--- src/rtl/cp0_ctrl.sv ---
// MIPS-style coprocessor-0 control block: Status/Cause/EPC/BadVAddr, exception and ERET
// bookkeeping, and interrupt request generation. Define CP0_TIMER_EN to build Count/Compare/TI.
module cp0_ctrl #(
  parameter int          NUM_HW_INT = 6,
  parameter logic [31:0] PRID_VAL   = 32'h004C0102,
  parameter logic [31:0] CONFIG_VAL = 32'h00008000
) (
  input  logic                  clk,
  input  logic                  resetn,
  input  logic                  mtc0_we,
  input  logic [4:0]            waddr,
  input  logic [4:0]            raddr,
  input  logic [31:0]           wdata,
  input  logic [NUM_HW_INT-1:0] int_i,
  input  logic                  exc_valid,
  input  logic [4:0]            exc_code,
  input  logic [31:0]           exc_pc,
  input  logic [31:0]           exc_badvaddr,
  input  logic                  exc_bd,
  input  logic                  eret,
  output logic [31:0]           rdata,
  output logic [31:0]           status_o,
  output logic [31:0]           cause_o,
  output logic [31:0]           epc_o,
  output logic                  int_req
);

  localparam logic [31:0] STATUS_RST = 32'h00400000;

  // exc_valid and eret are single-cycle commit pulses with no back-pressure:
  // the block accepts every pulse on the clock edge where it is high.
  logic [7:0]  im;
  logic        exl, ie;
  logic        bd;
  logic [5:0]  hw_ip, hw_ip_next;
  logic [1:0]  sw_ip;
  logic [4:0]  exc_code_r;
  logic [31:0] epc, badvaddr;
  logic [31:0] count, compare;
  logic        ti;
  logic [7:0]  ip;

  logic wr_status, wr_cause, wr_epc;
  assign wr_status = mtc0_we && (waddr == 5'd12);
  assign wr_cause  = mtc0_we && (waddr == 5'd13);
  assign wr_epc    = mtc0_we && (waddr == 5'd14);

  always_comb begin
    hw_ip_next                 = '0;
    hw_ip_next[NUM_HW_INT-1:0] = int_i;
  end

  // The timer interrupt shares IP[7] with the highest hardware line.
  assign ip       = {hw_ip[5] | ti, hw_ip[4:0], sw_ip};
  assign status_o = {9'b0, 1'b1, 6'b0, im, 6'b0, exl, ie};
  assign cause_o  = {bd, ti, 14'b0, ip, 1'b0, exc_code_r, 2'b0};
  assign epc_o    = epc;

  always_ff @(posedge clk) begin
    if (!resetn) begin
      im         <= '0;
      exl        <= 1'b0;
      ie         <= 1'b0;
      bd         <= 1'b0;
      hw_ip      <= '0;
      sw_ip      <= '0;
      exc_code_r <= '0;
      epc        <= '0;
      badvaddr   <= '0;
      int_req    <= 1'b0;
    end else begin
      hw_ip <= hw_ip_next;
      if (wr_status) begin
        im <= wdata[15:8];
        ie <= wdata[0];
      end
      if (exc_valid)      exl <= 1'b1;
      else if (eret)      exl <= 1'b0;
      else if (wr_status) exl <= wdata[1];
      if (wr_cause) sw_ip <= wdata[9:8];
      if (exc_valid) begin
        exc_code_r <= exc_code;
        if (!exl) bd <= exc_bd;
        if (exc_code == 5'd4 || exc_code == 5'd5) badvaddr <= exc_badvaddr;
      end
      // A nested exception keeps the EPC of the outermost one.
      if (exc_valid && !exl) epc <= exc_bd ? exc_pc - 32'd4 : exc_pc;
      else if (wr_epc)       epc <= wdata;
      int_req <= ie & ~exl & (|(ip & im));
    end
  end

`ifdef CP0_TIMER_EN
  logic        tick;
  logic [31:0] count_inc;
  logic        wr_count, wr_compare;
  assign wr_count   = mtc0_we && (waddr == 5'd9);
  assign wr_compare = mtc0_we && (waddr == 5'd11);
  assign count_inc  = count + 32'd1;

  always_ff @(posedge clk) begin
    if (!resetn) begin
      count   <= '0;
      compare <= '0;
      tick    <= 1'b0;
      ti      <= 1'b0;
    end else begin
      if (wr_count) begin
        count <= wdata;
        tick  <= 1'b0;
      end else begin
        tick <= ~tick;
        if (tick) count <= count_inc;
      end
      if (wr_compare) begin
        compare <= wdata;
        ti      <= 1'b0;
      end else if (!wr_count && tick && count_inc == compare) begin
        ti <= 1'b1;
      end
    end
  end
`else
  assign count   = '0;
  assign compare = '0;
  assign ti      = 1'b0;
`endif

  // While in reset, reads return reset values even before the first clock edge.
  always_comb begin
    rdata = '0;
    if (!resetn) begin
      case (raddr)
        5'd12:   rdata = STATUS_RST;
        5'd15:   rdata = PRID_VAL;
        5'd16:   rdata = CONFIG_VAL;
        default: rdata = '0;
      endcase
    end else begin
      case (raddr)
        5'd8:    rdata = badvaddr;
        5'd9:    rdata = count;
        5'd11:   rdata = compare;
        5'd12:   rdata = status_o;
        5'd13:   rdata = cause_o;
        5'd14:   rdata = epc;
        5'd15:   rdata = PRID_VAL;
        5'd16:   rdata = CONFIG_VAL;
        default: rdata = '0;
      endcase
    end
  end

endmodule

--- config.mk ---
export PLATFORM = sky130hd
export DESIGN_NAME = cp0_ctrl
export DESIGN_NICKNAME = d
export VERILOG_FILES = /design/src/rtl/cp0_ctrl.sv
export SDC_FILE = /design/constraint.sdc
export NUM_CORES = 1
export LEC_CHECK = 0
export BUFFER_PORTS_ARGS = -buffer_cell sky130_fd_sc_hd__buf_4
export CAP_MARGIN = 20
export CORE_MARGIN = 2
export CORE_UTILIZATION = 45
export CTS_CLUSTER_DIAMETER = 30
export DETAILED_ROUTE_END_ITERATION = 10
export PLACE_DENSITY = 0.75
export SLEW_MARGIN = 5
export SYNTH_ARGS = -nofsm -noshare
export SYNTH_HDL_FRONTEND = slang
export SYNTH_SLANG_ARGS = --single-unit
export TNS_END_PERCENT = 10
--- constraint.sdc ---
create_clock -name clk -period 3.09 [get_ports clk]
set_clock_uncertainty 0.05 [all_clocks]
set_input_delay 0.618 -clock clk [delete_from_list [all_inputs] [get_ports clk]]
set_output_delay 0.618 -clock clk [all_outputs]
set_load 0.1 [all_outputs]
==> summary.md, run 1 <==
| Metric | Value |
|---|---|
| Initial drt markers | 484 |
| CP Launch Type | input port |
| Post-DP Area | 6980 sq um |
| Critical Path AT | 2.28 ns |
| GRT Total Usage | 0.300 |
| Status | complete, no violations |
| Synthesized instance count | around 650 |
| Via count | ~5800 |
| DRT Wirelength | between 15000 and 20000 um |
| Post-CTS Repair Setup Buffers | 0 |
| Leakage | 2.83 nW |
| DRC viols | 0 |
| Number of global-route vias before repair | ~5500 |
| Post-CTS Resized | 0 |
| Num CTS Buffers | 9 |
| Register area share after synthesis | 0.346 |
| Pwr per Cell Area | 457 nW/um^2 |
| Antenna violations before repair | 0 |
| Area grow syn2layout | 40.9% |
| Required time worst endpoint | 2.42 ns |
| Syn_area_per_cell | 7.88 sq um |
| Filler cells | 977 |
| Die width | 111 um |
| Clock Path Buffers | 2 |
| DR WL/cell | 19.3 um |
| First-pass GRT wire length | 29600 um |
| Clk sinks | between 80 and 90 |
| Final instance area | 7260 sq um |
| Worst slew margin | 0.485 |
| RSZ-0062 raised after global routing | no |
| Worst-Margin Slew | 0.773 ns |
| Later-pin clock latency in the skew report | between 0.3 and 0.4 ns |
| Final Wtd Congestion | roughly 0.95 |
| Die footprint | approximately 12000 sq um |
| First-pass DRT Iterations | 7 |
| CTS tree | built |
| Final net count | 961 |
| FF+latch count, synth | 89 |
| Synth unique cells | 57 |
| # Max-Cap Violations | 0 |
| Setup ws final | 0.143 ns |
| Main synth FF type | dfxtp_1 |
| CP Max Fanout | 19 |
| Non-filler cells, final | 985 |
| Post-synth EDFFs | 0 |
| Row cnt | 39 |
| Commonest non-fill, non-tap cell in the layout | buf_4 |
| Place WS | 0.155 ns |
| Ys Warns | 0 |
| Setup CP Type | in2out |
| Hold Violations, Final | 0 |
| Final setup violating endpoints | 0 |
| PortBufs | between 200 and 250 |
| Max VDD drop | 0.000271 V |
| Die span in y | 111 um |
| DR vias/cell | around 5.9 |
| Crit path time final | 2.95 ns |
| Total power | ~3.3 mW |
| Gr ovfl total | 0 |
| Post-placement cell count | roughly 970 |
| Root Driver | clkbuf_16 |
| Synth async-reset ratio | 0 |
| Post-layout util | 0.644 |
| Core ar. | approximately 11000 sq um |
| Sum Neg Setup Slack | 0 ns |
| Crit. End Element | output pin |
| Synthesized cell area | 5150 sq um |
| Pin count of the biggest net entering global routing | 50 |
| # hold bufs at CTS | 0 |
| Routed Antenna Nets | 0 |
| Most frequent cells in the layout | buf_4 (229), nand2_1 (93), dfxtp_1 (89) |
| Initial core utilization | 0.457 |
| Clock transition at path regs | approximately 0.06 ns |
| Worst Hold Class | reg2reg |
| H-tree depth | 3 |
| Ports | 252 |
| Max Fclk | 339 MHz |
| Period Utilization, post-route | 0.954 |
| Hpwl dp | 14400 um |
| Layout cells sized above 1 | 0.343 |
| Final-report max-slew violation count | 0 |
| # diodes | 0 |
| WHS | a little over 0.4 ns |
## synthesized netlist by cell type, types with 6 or more instances
master	n	share of area
a211oi_1	26	0.038
a21oi_1	42	0.041
a222oi_1	8	0.016
a22oi_1	29	0.042
a311oi_1	11	0.019
and2_1	7	0.0085
and3_1	13	0.016
buf_4	43	0.063
clkbuf_1	50	0.036
dfxtp_1	89	0.35
mux2i_1	17	0.033
nand2_1	93	0.068
nand3_1	7	0.0068
nand4_1	6	0.0073
nand4b_1	15	0.026
nor2_1	62	0.045
nor3_1	14	0.014
nor4_1	8	0.0097
o21ai_0	9	0.0087
o311ai_0	13	0.022
o31ai_1	9	0.013
or3_1	8	0.0097
or4_1	8	0.012
xnor2_1	7	0.012
## routing by layer
metal / share of wire / routed length [um] / vias up / track usage
li1: - / - / 2703 / -
met1: 0.39 / 7460 / 2691 / 0.377
met2: 0.47 / 9030 / 376 / 0.498
met3: 0.096 / 1820 / 51 / 0.0705
met4: 0.037 / 705 / 0 / 0.123
met5: 0 / 0 / - / 0
## critical path, cell delays in order
cell,delay (ns)
buf_4,0.12
o21bai_1,0.15
and3b_1,0.21
o21ai_4,0.55
buf_12,0.30
nor2_2,0.07
buf_4,0.24
## worst paths after layout
path,slack (ns),end,start,cells past startpoint
hold / removal,0.41,badvaddr[23]$_SDFFE_PN0P_,badvaddr[23]$_SDFFE_PN0P_,2
setup / recovery,0.14,rdata[2],raddr[2],7
hold reg to reg,0.41,badvaddr[23]$_SDFFE_PN0P_,badvaddr[23]$_SDFFE_PN0P_,2
setup reg to reg,1.39,epc_o[26]$_SDFFE_PN0P_,exl$_SDFFE_PN0P_,4
## kinds of logic after synthesis
family / Yosys count / share of synthesized area
and+or+nand+nor: 271 / 0.271
AOI/OAI and AO/OA: 164 / 0.225
buffers and inverters: 100 / 0.104
DFF: 89 / 0.346
muxes: 17 / 0.0330
xor gates and xnor gates: 10 / 0.0170
other: 2 / 0.00146
adders and majority gates: 1 / 0.00243
## flip-flops by register name (all words and copies together), names as in the netlist
name,flops
sw_ip,2
int_req,1
im,8
exl,1
bd,1
hw_ip,6
badvaddr,32
ie,1
exc_code_r,5
epc_o,32
## where the power goes
part	switching, mW	internal (mW)
registers	0.0621	1.20
clock network	0.465	0.565
logic	0.779	0.244
total	1.31	2.01
## area by class of cell
class,instances,area [sq um],area share
Inverter,3,11.3,0.00155
Clock inverter,5,31.3,0.00431
Sequential cell,89,1780,0.246
Tap cell,143,179,0.0247
Multi-Input combinational cell,503,3250,0.448
Timing Repair Buffer,231,1760,0.242
Clock buffer,11,243,0.0334
(Power assumes the default switching activity.)
==> run 2, diff against run 1 <==
REMOVE_ABC_BUFFERS = 1   (was not set)
==> run 2 against run 1 <==
Compared with the run above: worst hold slack improved by 0.0012 ns; critical path depth unchanged; final cell count grew 0.20%; critical endpoint is now rdata[0].
==> summary.md, run 2 (synthesis results as in run 1) <==
| Metric | Value |
|---|---|
| Leakage | 2.84 nW (+0.50%) |
| Number of global-route vias before repair | 5480 (-0.71%) |
| Clk sinks | 89 (unchanged) |
| Setup CP Type | in2out |
| # Max-Cap Violations | 0 (unchanged) |
| Final net count | 963 (+0.21%) |
| Clock transition at path regs | 0.07 ns (about the same) |
| Max stage delay on crit path | 0.65 ns (+0.10 ns) |
| R2R Path Start | exl$_SDFFE_PN0P_ |
| Period Utilization, post-route | 0.946 (-0.00774) |
| Routed Antenna Nets | 0 (unchanged) |
| Initial core utilization | 0.457 (unchanged) |
| Final setup violating endpoints | 0 (unchanged) |
| CP Max Fanout | 15 (-4) |
| Max VDD drop | 0.000303 V (+12%) |
| Worst-Margin Slew | 0.817 ns (+0.0446 ns) |
| Hpwl dp | 13300 um (-7.8%) |
| Startpoint of the worst hold path | badvaddr[5]$_SDFFE_PN0P_ |
| Layout cells sized above 1 | 0.310 (-0.0328) |
| CP delay by family, top | compound AO/OA/AOI/OAI gates |
| Num CTS Buffers | 9 (unchanged) |
| Die footprint | 12300 sq um (unchanged) |
| Sequential Power Share | 0.373 (-0.008) |
| Commonest non-fill, non-tap cell in the layout | buf_4 |
| DR WL/cell | 18.2 um (-5.7%) |
| Root Driver | clkbuf_16 |
| Pwr per Cell Area | 475 nW/um^2 (+4.0%) |
| Post-layout util | 0.626 (-0.0182) |
| Filler cells | 1009 (+3.3%) |
| Post-CTS Resized | 0 (unchanged) |
| H-tree depth | 3 (unchanged) |
| Pin count of the biggest net entering global routing | 58 (+16%) |
| Hold Violations, Final | 0 (unchanged) |
| Most frequent cells in the layout | buf_4 (231), nand2_1 (93), dfxtp_1 (89) |
| DRC viols | 0 (unchanged) |
| Antenna violations before repair | 0 (unchanged) |
| CP Launch Type | input port |
| Worst Hold Class | reg2reg |
| PortBufs | 211 (unchanged) |
| Later-pin clock latency in the skew report | 0.33 ns (-0.02 ns) |
| # diodes | 0 (unchanged) |
| Clock power frac | 0.326 (+0.015) |
| Logic gate share of total power | 0.302 (-0.007) |
| Critical Path AT | 2.25 ns (-0.03 ns) |
| Area grow syn2layout | 36.9% |
| Sum Neg Setup Slack | 0 ns (unchanged) |
| RSZ-0062 raised after global routing | no |
| CP max-delay cell | o21ai_2 |
| Crit path time final | 2.92 ns (-0.0239 ns) |
| Worst setup startpoint | raddr[2] |
| Status | complete, no violations |
| CTS tree | built |
| Clock Path Buffers | 2 (unchanged) |
| Sw Pwr | 1.28 mW (-2.3%) |
| Worst slew margin | 0.455 (-0.0297) |
| DR vias/cell | 5.84 (-1.1%) |
| GRT Total Usage | 0.285 (-0.0156) |
| First-pass GRT wire length | 28600 um (-3.4%) |
| DRT Wirelength | 18000 um (-5.5%) |
| Max Fclk | 342 MHz (+0.82%) |
| Crit. End Element | output pin |
| Final Wtd Congestion | 0.936 (-1.0%) |
| Required time worst endpoint | 2.42 ns (about the same) |
| Sw frac | 0.381 (-0.0133) |
| Die span in y | 111 um (unchanged) |
| Final-report max-slew violation count | 0 (unchanged) |
| Initial drt markers | 502 (+3.7%) |
| Core ar. | 11300 sq um (unchanged) |
| Total power | 3.35 mW (+1.1%) |
| Post-CTS Repair Setup Buffers | 0 (unchanged) |
| Die width | 111 um (unchanged) |
| Ports | 252 (unchanged) |
| First-pass DRT Iterations | 7 (unchanged) |
| Row cnt | 39 (unchanged) |
| Cell seen most often among critical-path stages | buf_4 |
| Worst path cell trace | buf_4 -> o21bai_1 -> and3b_1 -> o21ai_2 -> buf_12 -> nor2_1 -> buf_4 |
| Via count | 5767 (-0.93%) |
| Gr ovfl total | 0 (unchanged) |
| Crit path buffers/inverters | 3 (unchanged) |
| P_int | 2.07 mW (+3.3%) |
| # hold bufs at CTS | 0 (unchanged) |
==> run 2: power by group through the flow <==
stage | clock network (mW) | logic, mW | registers (mW)
after floorplan | 0 | 0.382 | 1.58
after global placement | 0 | 0.996 | 1.27
after detailed placement | 0 | 1.01 | 1.27
after CTS | 1.11 | 1.01 | 1.25
after global routing | 1.16 | 1.05 | 1.25
final | 1.09 | 1.01 | 1.25
==> run 2: cell type report <==
| class | instances | area, sq um | area share |
|---|---|---|---|
| tap | 143 | 179 | 0.0254 |
| inverter | 3 | 11.3 | 0.00160 |
| clock buffer | 10 | 229 | 0.0325 |
| timing repair buffer | 233 | 1770 | 0.252 |
| multi-input combinational | 503 | 3010 | 0.427 |
| sequential | 89 | 1780 | 0.253 |
| clock inverter | 6 | 66.3 | 0.00940 |
==> run 2: path summary, 6_finish.rpt <==
check                           slack (ns)  cells after the start                       end
worst min-delay path                  0.41                      2  badvaddr[5]$_SDFFE_PN0P_
worst max register to register        1.19                      4     epc_o[5]$_SDFFE_PN0P_
worst min register to register        0.41                      2  badvaddr[5]$_SDFFE_PN0P_
worst max-delay path                  0.17                      7                  rdata[0]
==> run 2: tightest hold or removal path, cell delays in order, from the launching register on <==
cell	delay (ns)
dfxtp_1	0.31
nand2_1	0.05
a21oi_1	0.05
==> run 2: per-layer routing <==
| layer | track usage | wire length, um | up-vias | part of all wire |
|---|---|---|---|---|
| met5 | 0 | 0 | - | 0 |
| met4 | 0.0958 | 349 | 0 | 0.019 |
| met3 | 0.0574 | 1790 | 31 | 0.099 |
| met2 | 0.485 | 8730 | 344 | 0.49 |
| met1 | 0.361 | 7110 | 2684 | 0.40 |
| li1 | - | - | 2708 | - |
==> run 2: stage by stage <==
| stage | std cells | setup WS (ns) | hold slack, ns | area, sq um |
|---|---|---|---|---|
| 6_report | 987 | 0.167 | 0.406 | 7050 |
| 5_1_grt | 987 | 0.0806 | 0.428 | 7050 |
| 4_1_cts | 987 | 0.184 | 0.407 | 7050 |
| 3_5_place_dp | 971 | 0.172 | 0.397 | 6760 |
| 3_3_place_gp | 971 | 0.224 | 0.392 | 6760 |
| 2_1_floorplan | 595 | -1.37 | 0.382 | 4770 |
==> run 3, diff against run 2 <==
ABC_AREA = 1   (was not set)
CORE_UTILIZATION = 43   (was 45)
PLACE_DENSITY = 0.74   (was 0.75)
clock period = 2.5 ns   (was 3.09 ns; I/O delays follow)
==> run 3 against run 2 <==
Compared with the run above: via count is 5.3% higher; total power is 27% higher; combinational power is 28% higher.
==> summary.md, run 3 <==
| Metric | Value |
|---|---|
| Status | complete, no violations |
| Post-DP Area | 7070 sq um (+4.7%) |
| Most frequent cells in the layout | buf_4 (223), nand2_1 (216), nor2_1 (137) |
| Main synth FF type | dfxtp_1 |
| Final instance area | 7400 sq um (+4.9%) |
| Critical Path AT | 1.88 ns (-0.37 ns) |
| Layout cells sized above 1 | 0.271 (-0.0394) |
| RSZ-0062 raised after global routing | yes |
| Worst slew margin | 0.634 (+0.179) |
| Final-report max-slew violation count | 0 (unchanged) |
| Die footprint | 13600 sq um (+11%) |
| FF+latch count, synth | 89 (unchanged) |
| Clock Path Buffers | 2 (unchanged) |
| Non-filler cells, final | 1220 (+24%) |
| Total power | 4.25 mW (+27%) |
| Die width | 117 um (+5.2%) |
| Via count | 6074 (+5.3%) |
| Hold Violations, Final | 0 (unchanged) |
| Synth async-reset ratio | 0 (unchanged) |
| Initial core utilization | 0.437 (-0.0200) |
| Worst Hold Class | in2reg |
| Post-synth top area cell | dfxtp_1 |
| Initial drt markers | 539 (+7.4%) |
| Top cell type's share of synthesized area | 0.326 (-0.0202) |
| # diodes | 0 (unchanged) |
| CTS tree | built |
| # Max-Cap Violations | 0 (unchanged) |
| WHS | 0.281 ns (-0.125 ns) |
| Post-placement cell count | 1204 (+24%) |
| First-pass GRT wire length | 27900 um (-2.6%) |
| Crit path time final | 2.43 ns |
| Post-synth EDFFs | 0 (unchanged) |
| Max Fclk | 411 MHz |
| Filler cells | 1254 (+24%) |
| Final setup violating endpoints | 0 (unchanged) |
| Row cnt | 41 (+5.1%) |
| DR WL/cell | 15.1 um (-17%) |
| Final net count | 1167 (+21%) |
| Sum Neg Setup Slack | 0 ns (unchanged) |
| Crit. End Element | output pin |
| Area grow syn2layout | 35.3% |
| Num CTS Buffers | 9 (unchanged) |
| Die span in y | 117 um (+5.2%) |
| Ys Warns | 0 (unchanged) |
| H-tree depth | 3 (unchanged) |
| Most frequent cell after synthesis | nand2_1 |
| Pin count of the biggest net entering global routing | 75 (+29%) |
| Clock transition at path regs | 0.06 ns (about the same) |
| Syn_area_per_cell | 6.47 sq um (-18%) |
| Period Utilization, post-route | 0.974 |
| Gr ovfl total | 0 (unchanged) |
| Ports | 252 (unchanged) |
| DRT Wirelength | 18400 um (+2.6%) |
| Number of global-route vias before repair | 5408 (-1.3%) |
| Later-pin clock latency in the skew report | 0.35 ns (+0.02 ns) |
| CP Max Fanout | 7 (-8) |
| Routed Antenna Nets | 0 (unchanged) |
| Clk sinks | 89 (unchanged) |
| R2R setup slack | 0.93 ns (-0.26 ns) |
| Antenna violations before repair | 0 (unchanged) |
| First-pass DRT Iterations | 5 (-2) |
| Commonest non-fill, non-tap cell in the layout | buf_4 |
| Setup CP Type | in2out |
| Synth unique cells | 48 (-16%) |
| Max VDD drop | 0.000481 V (+59%) |
| # hold bufs at CTS | 0 (unchanged) |
| DRC viols | 0 (unchanged) |
| Register area share after synthesis | 0.326 (-0.0202) |
| CP Launch Type | input port |
| Pwr per Cell Area | 575 nW/um^2 (+21%) |
| Synth area leaders | dfxtp_1 (33%), nand2_1 (15%), nor2_1 (9.4%) |
| Post-CTS Repair Setup Buffers | 0 (unchanged) |
| PortBufs | 211 (unchanged) |
| Synthesized instance count | 845 (+29%) |
| Hpwl dp | 13900 um (+5.0%) |
| Worst-Margin Slew | 0.548 ns (-0.269 ns) |
| Synthesized cell area | 5470 sq um (+6.2%) |
| Leakage | 3.62 nW (+27%) |
| Final Wtd Congestion | 0.925 (-1.2%) |
| Post-CTS Resized | 0 (unchanged) |
| DR vias/cell | 4.98 (-15%) |
| Commonest cells post-synth | nand2_1 (216), nor2_1 (137), dfxtp_1 (89) |
| Core ar. | 12500 sq um (+11%) |
| GRT Total Usage | 0.266 (-0.0190) |
| Required time worst endpoint | 1.95 ns (-0.47 ns) |
| Root Driver | clkbuf_16 |
run 3: report_power, final:
group	leakage [nW]	switching [mW]	internal [mW]
registers	0.728	0.0550	1.48
clock network	0.159	0.567	0.856
logic	2.73	0.989	0.302
run 3: kinds of logic (layout without fill, tap and decap cells):
family	count (synthesis)	in the layout	share of synthesized area
simple gates	420	420	0.336
compound gates	171	171	0.177
other cells	2	40	0.00137
fa+ha+maj	1	1	0.00229
xor+xnor	9	9	0.0144
buf+inv	153	318	0.143
flops	89	89	0.326
run 3: worst paths after layout:
check                           end                    from  depth (start not counted)
min             hw_ip[2]$_SDFF_PN0_                int_i[2]                          3
min reg2reg  epc_o[25]$_SDFFE_PN0P_  epc_o[25]$_SDFFE_PN0P_                          2
max reg2reg   epc_o[6]$_SDFFE_PN0P_        exl$_SDFFE_PN0P_                          5
max                       rdata[10]                raddr[2]                          8
run 3: through the flow:
step | util | worst slack (ns)
2_1_floorplan | - | -1.78
3_3_place_gp | 0.565 | 0.0635
3_5_place_dp | 0.565 | 0.0348
4_1_cts | 0.590 | 0.0317
5_1_grt | 0.591 | -0.0218
6_report | 0.591 | 0.0656
run 3: worst max-delay path, stage by stage:
cell,delay (ns)
buf_4,0.11
nand2_1,0.06
nor2_1,0.11
nand2_1,0.24
inv_1,0.24
nand2_1,0.07
a41oi_1,0.22
buf_4,0.32
run 3: cell type report:
type,count,area (sq um),area share
Multi-Input combinational cell,641,3050,0.412
Tap cell,172,215,0.0291
Inverter,74,280,0.0379
Sequential cell,89,1780,0.241
Clock buffer,12,267,0.0360
Clock inverter,4,48.8,0.00659
Timing Repair Buffer,228,1760,0.238
run 3: metal layers:
layer | vias up | GRT usage | wire length (um)
li1 | 3031 | - | -
met1 | 2764 | 0.336 | 8060
met2 | 250 | 0.447 | 8590
met3 | 29 | 0.0659 | 1420
met4 | 0 | 0.0831 | 380
met5 | - | 0 | 0
